## src/rtl/spi_reg_pkg.sv

```systemverilog
// spi_reg_pkg: shared FSM encoding and frame constants for the SPI register bank
package spi_reg_pkg;
    typedef enum logic [2:0] {IDLE, CMD, ADDR, DATA, DROP} state_t;
    localparam logic CMD_WRITE = 1'b1;
endpackage

```

## src/rtl/spi_sync.sv

```systemverilog
// spi_sync: multi-flop synchroniser for an asynchronous SPI pin with rise/fall detect
module spi_sync #(
    parameter int   STAGES = 2,
    parameter logic INIT   = 1'b0
) (
    input  logic clk,
    input  logic rst_n,
    input  logic d,
    output logic q,
    output logic rise,
    output logic fall
);
    logic [STAGES-1:0] sr;
    logic              hist;
    always_ff @(posedge clk) begin
        if (!rst_n) begin
            sr   <= {STAGES{INIT}};
            hist <= INIT;
        end else begin
            sr   <= {sr[STAGES-2:0], d};
            hist <= sr[STAGES-1];
        end
    end
    assign q    = sr[STAGES-1];
    assign rise = q & ~hist;
    assign fall = ~q & hist;
endmodule

```

## src/rtl/spi_reg_bank.sv

```systemverilog
// spi_reg_bank: SPI mode-0 slave register bank with burst read/write and address-error flag
module spi_reg_bank
    import spi_reg_pkg::*;
#(
    parameter int                NUM_REGS    = 5,
    parameter int                DATA_W      = 8,
    parameter int                ADDR_W      = 7,
    parameter int                SYNC_STAGES = 2,
    parameter logic [DATA_W-1:0] RESET_VAL   = '0
) (
    input  logic                       clk,
    input  logic                       rst_n,
    input  logic                       SCLK,
    input  logic                       COPI,
    input  logic                       nCS,
    output logic                       CIPO,
    output logic                       CIPO_oe,
    output logic [NUM_REGS*DATA_W-1:0] regs_out,
    output logic [NUM_REGS-1:0]        wr_strobe,
    output logic                       addr_err
);
    localparam int MAXW = ADDR_W > DATA_W ? ADDR_W : DATA_W;
    localparam int CW   = $clog2(MAXW + 1);
    localparam int WA   = NUM_REGS > 1 ? $clog2(NUM_REGS) : 1;
    state_t              state_q, state_d;
    logic                sclk_lvl_unused, sclk_rise, sclk_fall;
    logic                copi_q, copi_rise_unused, copi_fall_unused;
    logic                ncs_q, ncs_rise, ncs_fall;
    logic [SYNC_STAGES:0] settle;
    logic [CW-1:0]       bit_cnt;
    logic [ADDR_W-1:0]   addr_sr, addr_next;
    logic [DATA_W-1:0]   rx_sr, rx_next, tx_sr, tx_next, rd_data;
    logic [WA-1:0]       waddr, waddr_inc;
    logic [DATA_W-1:0]   regs [NUM_REGS];
    logic                is_write, rd_live, bit_ev, armed, addr_ok, addr_last, word_last;
    spi_sync #(.STAGES(SYNC_STAGES), .INIT(1'b0)) u_sclk (
        .clk(clk), .rst_n(rst_n), .d(SCLK), .q(sclk_lvl_unused), .rise(sclk_rise), .fall(sclk_fall));
    spi_sync #(.STAGES(SYNC_STAGES), .INIT(1'b1)) u_ncs (
        .clk(clk), .rst_n(rst_n), .d(nCS), .q(ncs_q), .rise(ncs_rise), .fall(ncs_fall));
    spi_sync #(.STAGES(SYNC_STAGES), .INIT(1'b0)) u_copi (
        .clk(clk), .rst_n(rst_n), .d(COPI), .q(copi_q), .rise(copi_rise_unused), .fall(copi_fall_unused));
    // nCS falls caused by the synchroniser flushing its reset value must not start a frame
    assign armed     = settle[SYNC_STAGES];
    assign bit_ev    = sclk_rise & ~ncs_q;
    assign addr_next = ADDR_W'({addr_sr, copi_q});
    assign rx_next   = DATA_W'({rx_sr, copi_q});
    assign addr_ok   = {1'b0, addr_next} < (ADDR_W + 1)'(NUM_REGS);
    assign addr_last = bit_cnt == CW'(ADDR_W - 1);
    assign word_last = bit_cnt == CW'(DATA_W - 1);
    assign waddr_inc = waddr == WA'(NUM_REGS - 1) ? '0 : waddr + 1'b1;
    assign rd_data   = regs[WA'(addr_next)];
    assign tx_next   = bit_cnt == '0 ? regs[waddr] : tx_sr << 1;
    always_comb begin
        state_d = state_q;
        case (state_q)
            IDLE:    state_d = ncs_fall && armed ? CMD : IDLE;
            CMD:     state_d = bit_ev ? ADDR : CMD;
            ADDR:    state_d = bit_ev && addr_last ? (addr_ok ? DATA : DROP) : ADDR;
            default: state_d = state_q;
        endcase
        if (ncs_rise) state_d = IDLE;
    end
    always_ff @(posedge clk) begin
        if (!rst_n) begin
            state_q   <= IDLE;
            settle    <= '0;
            bit_cnt   <= '0;
            addr_sr   <= '0;
            rx_sr     <= '0;
            tx_sr     <= '0;
            waddr     <= '0;
            is_write  <= 1'b0;
            rd_live   <= 1'b0;
            CIPO      <= 1'b0;
            CIPO_oe   <= 1'b0;
            wr_strobe <= '0;
            addr_err  <= 1'b0;
            for (int k = 0; k < NUM_REGS; k++) regs[k] <= RESET_VAL;
        end else begin
            state_q   <= state_d;
            settle    <= {settle[SYNC_STAGES-1:0], 1'b1};
            wr_strobe <= '0;
            addr_err  <= 1'b0;
            if (ncs_rise) begin
                CIPO    <= 1'b0;
                CIPO_oe <= 1'b0;
            end
            if (state_q == IDLE) begin
                bit_cnt <= '0;
                rd_live <= 1'b0;
            end
            if (bit_ev) begin
                case (state_q)
                    CMD: is_write <= copi_q == CMD_WRITE;
                    ADDR: begin
                        addr_sr <= addr_next;
                        bit_cnt <= addr_last ? '0 : bit_cnt + 1'b1;
                        if (addr_last) begin
                            waddr    <= WA'(addr_next);
                            addr_err <= !addr_ok;
                            if (addr_ok && !is_write) begin
                                tx_sr   <= rd_data;
                                CIPO    <= rd_data[DATA_W-1];
                                CIPO_oe <= 1'b1;
                            end
                        end
                    end
                    DATA: begin
                        rx_sr   <= rx_next;
                        rd_live <= 1'b1;
                        bit_cnt <= word_last ? '0 : bit_cnt + 1'b1;
                        if (word_last) begin
                            waddr <= waddr_inc;
                            if (is_write) begin
                                regs[waddr]      <= rx_next;
                                wr_strobe[waddr] <= 1'b1;
                            end
                        end
                    end
                    default: ;
                endcase
            end
            // bit_cnt==0 on a fall after data has started means the previous word just ended
            if (sclk_fall && !ncs_q && state_q == DATA && !is_write && rd_live) begin
                tx_sr <= tx_next;
                CIPO  <= tx_next[DATA_W-1];
            end
        end
    end
    for (genvar i = 0; i < NUM_REGS; i++) begin : g_out
        assign regs_out[i*DATA_W +: DATA_W] = regs[i];
    end
endmodule

```

## config.mk

```make
export PLATFORM = sky130hd
export DESIGN_NAME = spi_reg_bank
export DESIGN_NICKNAME = d
export VERILOG_FILES = /design/src/rtl/spi_reg_pkg.sv /design/src/rtl/spi_sync.sv /design/src/rtl/spi_reg_bank.sv
export SDC_FILE = /design/constraint.sdc
export NUM_CORES = 1
export LEC_CHECK = 0
export ABC_AREA = 0
export CAP_MARGIN = 5
export CORE_UTILIZATION = 37
export DETAILED_ROUTE_END_ITERATION = 8
export GPL_TIMING_DRIVEN = 0
export PLACE_DENSITY = 0.53
export SKIP_CTS_REPAIR_TIMING = 1
export SLEW_MARGIN = 20
export SYNTH_ARGS = -nofsm -noshare
export SYNTH_HDL_FRONTEND = slang
export SYNTH_SLANG_ARGS = --single-unit
export TNS_END_PERCENT = 100
```

## constraint.sdc

```tcl
create_clock -name clk -period 3.1 [get_ports clk]
set_input_delay 0.775 -clock clk [delete_from_list [all_inputs] [get_ports clk]]
set_output_delay 0.775 -clock clk [all_outputs]
set_load 0.02 [all_outputs]
```

==> results_dict.tcl <==
set metrics [dict create \
    syn-instance-count 432 \
    core_um2 14500 \
    filler_cell_count 1320 \
    io_pins 53 \
    setup_viol 0 \
    antenna_found_initial 0 \
    drt_wl_total_mm 15.5 \
    synth_seq_area_share_pct 55.0 \
    synth_ff_type "edfxtp_1" \
    clock_latency_ns 0.42 \
    critPathRequiredTime_ns 3.38 \
    area_growth_syn_to_layout_pct 26.2 \
    grt_first_pass_wirelength_mm 23.4 \
    fmax_mhz 324 \
    finalCritPeriodShare_pct 99.5 \
    rr_worst_depth 7 \
    min_delay_path_depth 1 \
    htree_levels 4 \
    cts-root-buf "clkbuf_16" \
    tightest_slew_ns 1.00 \
    path_clk_slew_ns 0.06 \
    regToRegSetupSlack_ns 0.02 \
    hold_class "register to register" \
    drv_slew 0 \
    num_rows 44 \
    crit_path_end_kind "register" \
    ys_top_cells_by_area "edfxtp_1, dfxtp_1, mux4_2, and2_1, mux2i_1" \
    start_kind "register" \
    synth-async-reset-ratio_pct 0 \
    slew_headroom_pct 33.1 \
    hold_violations 0 \
    r2r_end "regs[2][7]" \
    cts_num_sinks 118 \
    hp-start "u_ncs.sr[0]" \
    synth_top_area_share_pct 35.2 \
    grt_start_max_net_pins 17 \
    start_util_pct 37.7 \
    worst_slack_ns 0.0161 \
    synth_edf_count 64 \
    track_usage_pct 22.0 \
    nNetsFinal 519 \
    cpLargestDelayFamily "simple AND/OR/NAND/NOR gates" \
    cts_buffer_depth 2 \
    power.density_nw_per_um2 562 \
    placement.io_buffers 52 \
    critPathMaxStageDelay_ns 0.89 \
    vias 3849 \
    max_cap_violations 0 \
    status "finished, final reports clean" \
    ant_nets 0 \
    yosysTopAreaCell "edfxtp_1" \
    pre_cts_ws_ns -0.719 \
    synth.yosys.warnings 0 \
    dp_hpwl_mm 10.3 \
    whs_endpoint "u_ncs.sr[1]" \
    die_h_um 124 \
    ir_worst_vdd_mv 0.382 \
    drc 0 \
    drive_above_1_share_pct 17.4 \
    grt_overflow 0 \
    final_cell_area_um2 6900 \
    worstPathMaxFanout 10 \
    synth_area_um2 5460 \
    dieArea_um2 15300 \
    dpl_cell_area_um2 6240 \
    worstPathCellList "buf_6 -> or4b_1 -> buf_2 -> nor3_2 -> nand4_1 -> nor2_1 -> and2_1" \
    worstPathArrival_ns 3.37 \
    yosys.cell_types.count 47 \
    synth_nets 442 \
    dr.pass1.iters 4 \
    die_x_um 124 \
    cp_slowest_cell "nor2_1" \
    drtIter0Drc 265 \
    cts_inserted_buffers 17 \
    syn_area_per_cell_um2 12.6 \
    vias_per_cell 5.45 \
    critPathBufInv 2 \
    worstSetupPathType "register to register" \
    diodes 0 \
    rsz0062_at_grt "true" \
    finalClockSkew_ns 0.00595 \
    rr_startpoint "state_q[2]" \
    cts_tree "yes" \
    fin_crit_ns 3.08 \
    grt_pass1_vias 3940 \
    gp_congestion 0.832 \
    leakage_nw 2.34 \
    ys_seq_elements 118 \
    post_drt_wl_per_cell_um 22.0 \
]
==> cells in the final DEF, fill, tap and decap left out, drive strengths merged, types with 2 or more instances in the layout <==
cell / netlist / routed
nor4: 3 / 3
inv: 8 / 15
nand2: 18 / 18
ha: 5 / 5
bufinv: 0 / 2
nor2b: 7 / 7
o211ai: 6 / 6
and2: 50 / 50
clkdlybuf4s50: 0 / 52
mux4: 28 / 28
a211oi: 12 / 12
edfxtp: 64 / 64
nor3: 5 / 5
nand3b: 5 / 5
mux2: 6 / 6
clkbuf: 19 / 36
nand4: 3 / 3
a21o: 2 / 2
dfxtp: 54 / 54
nor2: 38 / 38
o31ai: 5 / 5
nor4b: 2 / 2
mux2i: 28 / 28
buf: 5 / 11
a21oi: 9 / 9
and3b: 2 / 2
nand2b: 9 / 9
nand3: 8 / 8
o21ai: 10 / 10
and3: 4 / 4
clkinv: 0 / 5
o2111ai: 2 / 2
==> sequential cells by signal, indices dropped and copies added, names as in the netlist, named ones only <==
| signal | count |
|---|---|
| u_sclk.hist | 1 |
| rd_live | 1 |
| u_copi.sr | 2 |
| regs | 64 |
| addr_sr | 6 |
| waddr | 3 |
| rx_sr | 7 |
| state_q | 3 |
| CIPO | 1 |
| is_write | 1 |
| u_ncs.hist | 1 |
| u_ncs.sr | 2 |
| settle | 3 |
| wr_strobe | 5 |
| tx_sr | 7 |
| CIPO_oe | 1 |
| addr_err | 1 |
| bit_cnt | 4 |
| u_sclk.sr | 2 |
==> how the worst max path moves through the flow <==
stage,from,endpoint,slack [ns],cells after the start
floorplan,state_q[2],regs[2][0],0.51,6
global placement,rst_n,regs[3][4],-0.78,3
detailed placement,rst_n,regs[0][4],-0.72,4
CTS,state_q[2],regs[0][6],-0.67,7
global route,state_q[2],regs[4][6],-0.11,7
finish,state_q[2],regs[2][7],0.02,7
==> layer usage <==
metal,global-route usage [%],part of all wire [%],vias to the layer above
met1,28.7,45,1947
met3,5.58,4.6,20
met4,8.21,1.8,0
met5,0,0,-
li1,-,-,1779
met2,35.2,48,103
==> cell type report <==
cell class / count / area, um2 / share of cell area [%]
well taps: 184 / 230 / 3.34
flip-flops and latches: 118 / 3000 / 43.5
inverters: 8 / 30.0 / 0.435
clock inverters: 15 / 169 / 2.45
repair buffers: 58 / 569 / 8.25
multi-input cells: 282 / 2360 / 34.2
clock buffers: 17 / 425 / 6.17
plain buffers: 24 / 109 / 1.58
==> cells in the mapped netlist (2+ instances only) <==
cell,n
and2_1,50
nor3_2,3
o211ai_1,6
nand3b_1,5
and3_1,4
o21ai_0,10
mux4_2,28
nor4_1,2
nand2b_1,9
edfxtp_1,64
nand3_1,8
nor4b_1,2
buf_2,3
clkbuf_1,19
a21o_1,2
o31ai_1,5
and3b_1,2
nand2_1,18
o2111ai_1,2
buf_6,2
dfxtp_1,54
ha_1,5
a211oi_1,12
a21oi_1,9
mux2i_1,28
mux2_2,6
nand4_1,3
nor3_1,2
nor2_1,38
nor2b_1,7
inv_1,8
==> power breakdown <==
group          internal (mW)  switching, mW  leakage, nW  total, mW
sequential              1.67         0.0305         1.03       1.71
combinational         0.0892         0.0984         1.01      0.188
clock                   1.20          0.777        0.290       1.98
==> through the flow <==
step / hold WS [ns] / power (mW) / std cells / util, % / TNS, ns
finish: 0.416 / 3.87 / 706 / 47.6 / 0
global placement: 0.404 / 1.92 / 668 / 42.9 / -25.10
CTS: 0.421 / 3.91 / 701 / 47.2 / -8.83
detailed placement: 0.406 / 1.93 / 669 / 43.1 / -9.76
floorplan: 0.386 / 1.83 / 432 / - / 0
global route: 0.450 / 4.00 / 706 / 47.6 / -1.51
==> cells by family after synthesis <==
kind of cell / Yosys count / share of synthesized area (%)
AOI/OAI and AO/OA: 55 / 6.87
muxes: 62 / 17.9
adders and majority gates: 5 / 1.14
and+or+nand+nor: 160 / 16.6
DFF: 118 / 55.0
buffers and inverters: 32 / 2.54
Note: power is estimated with default switching activity, not from simulation.
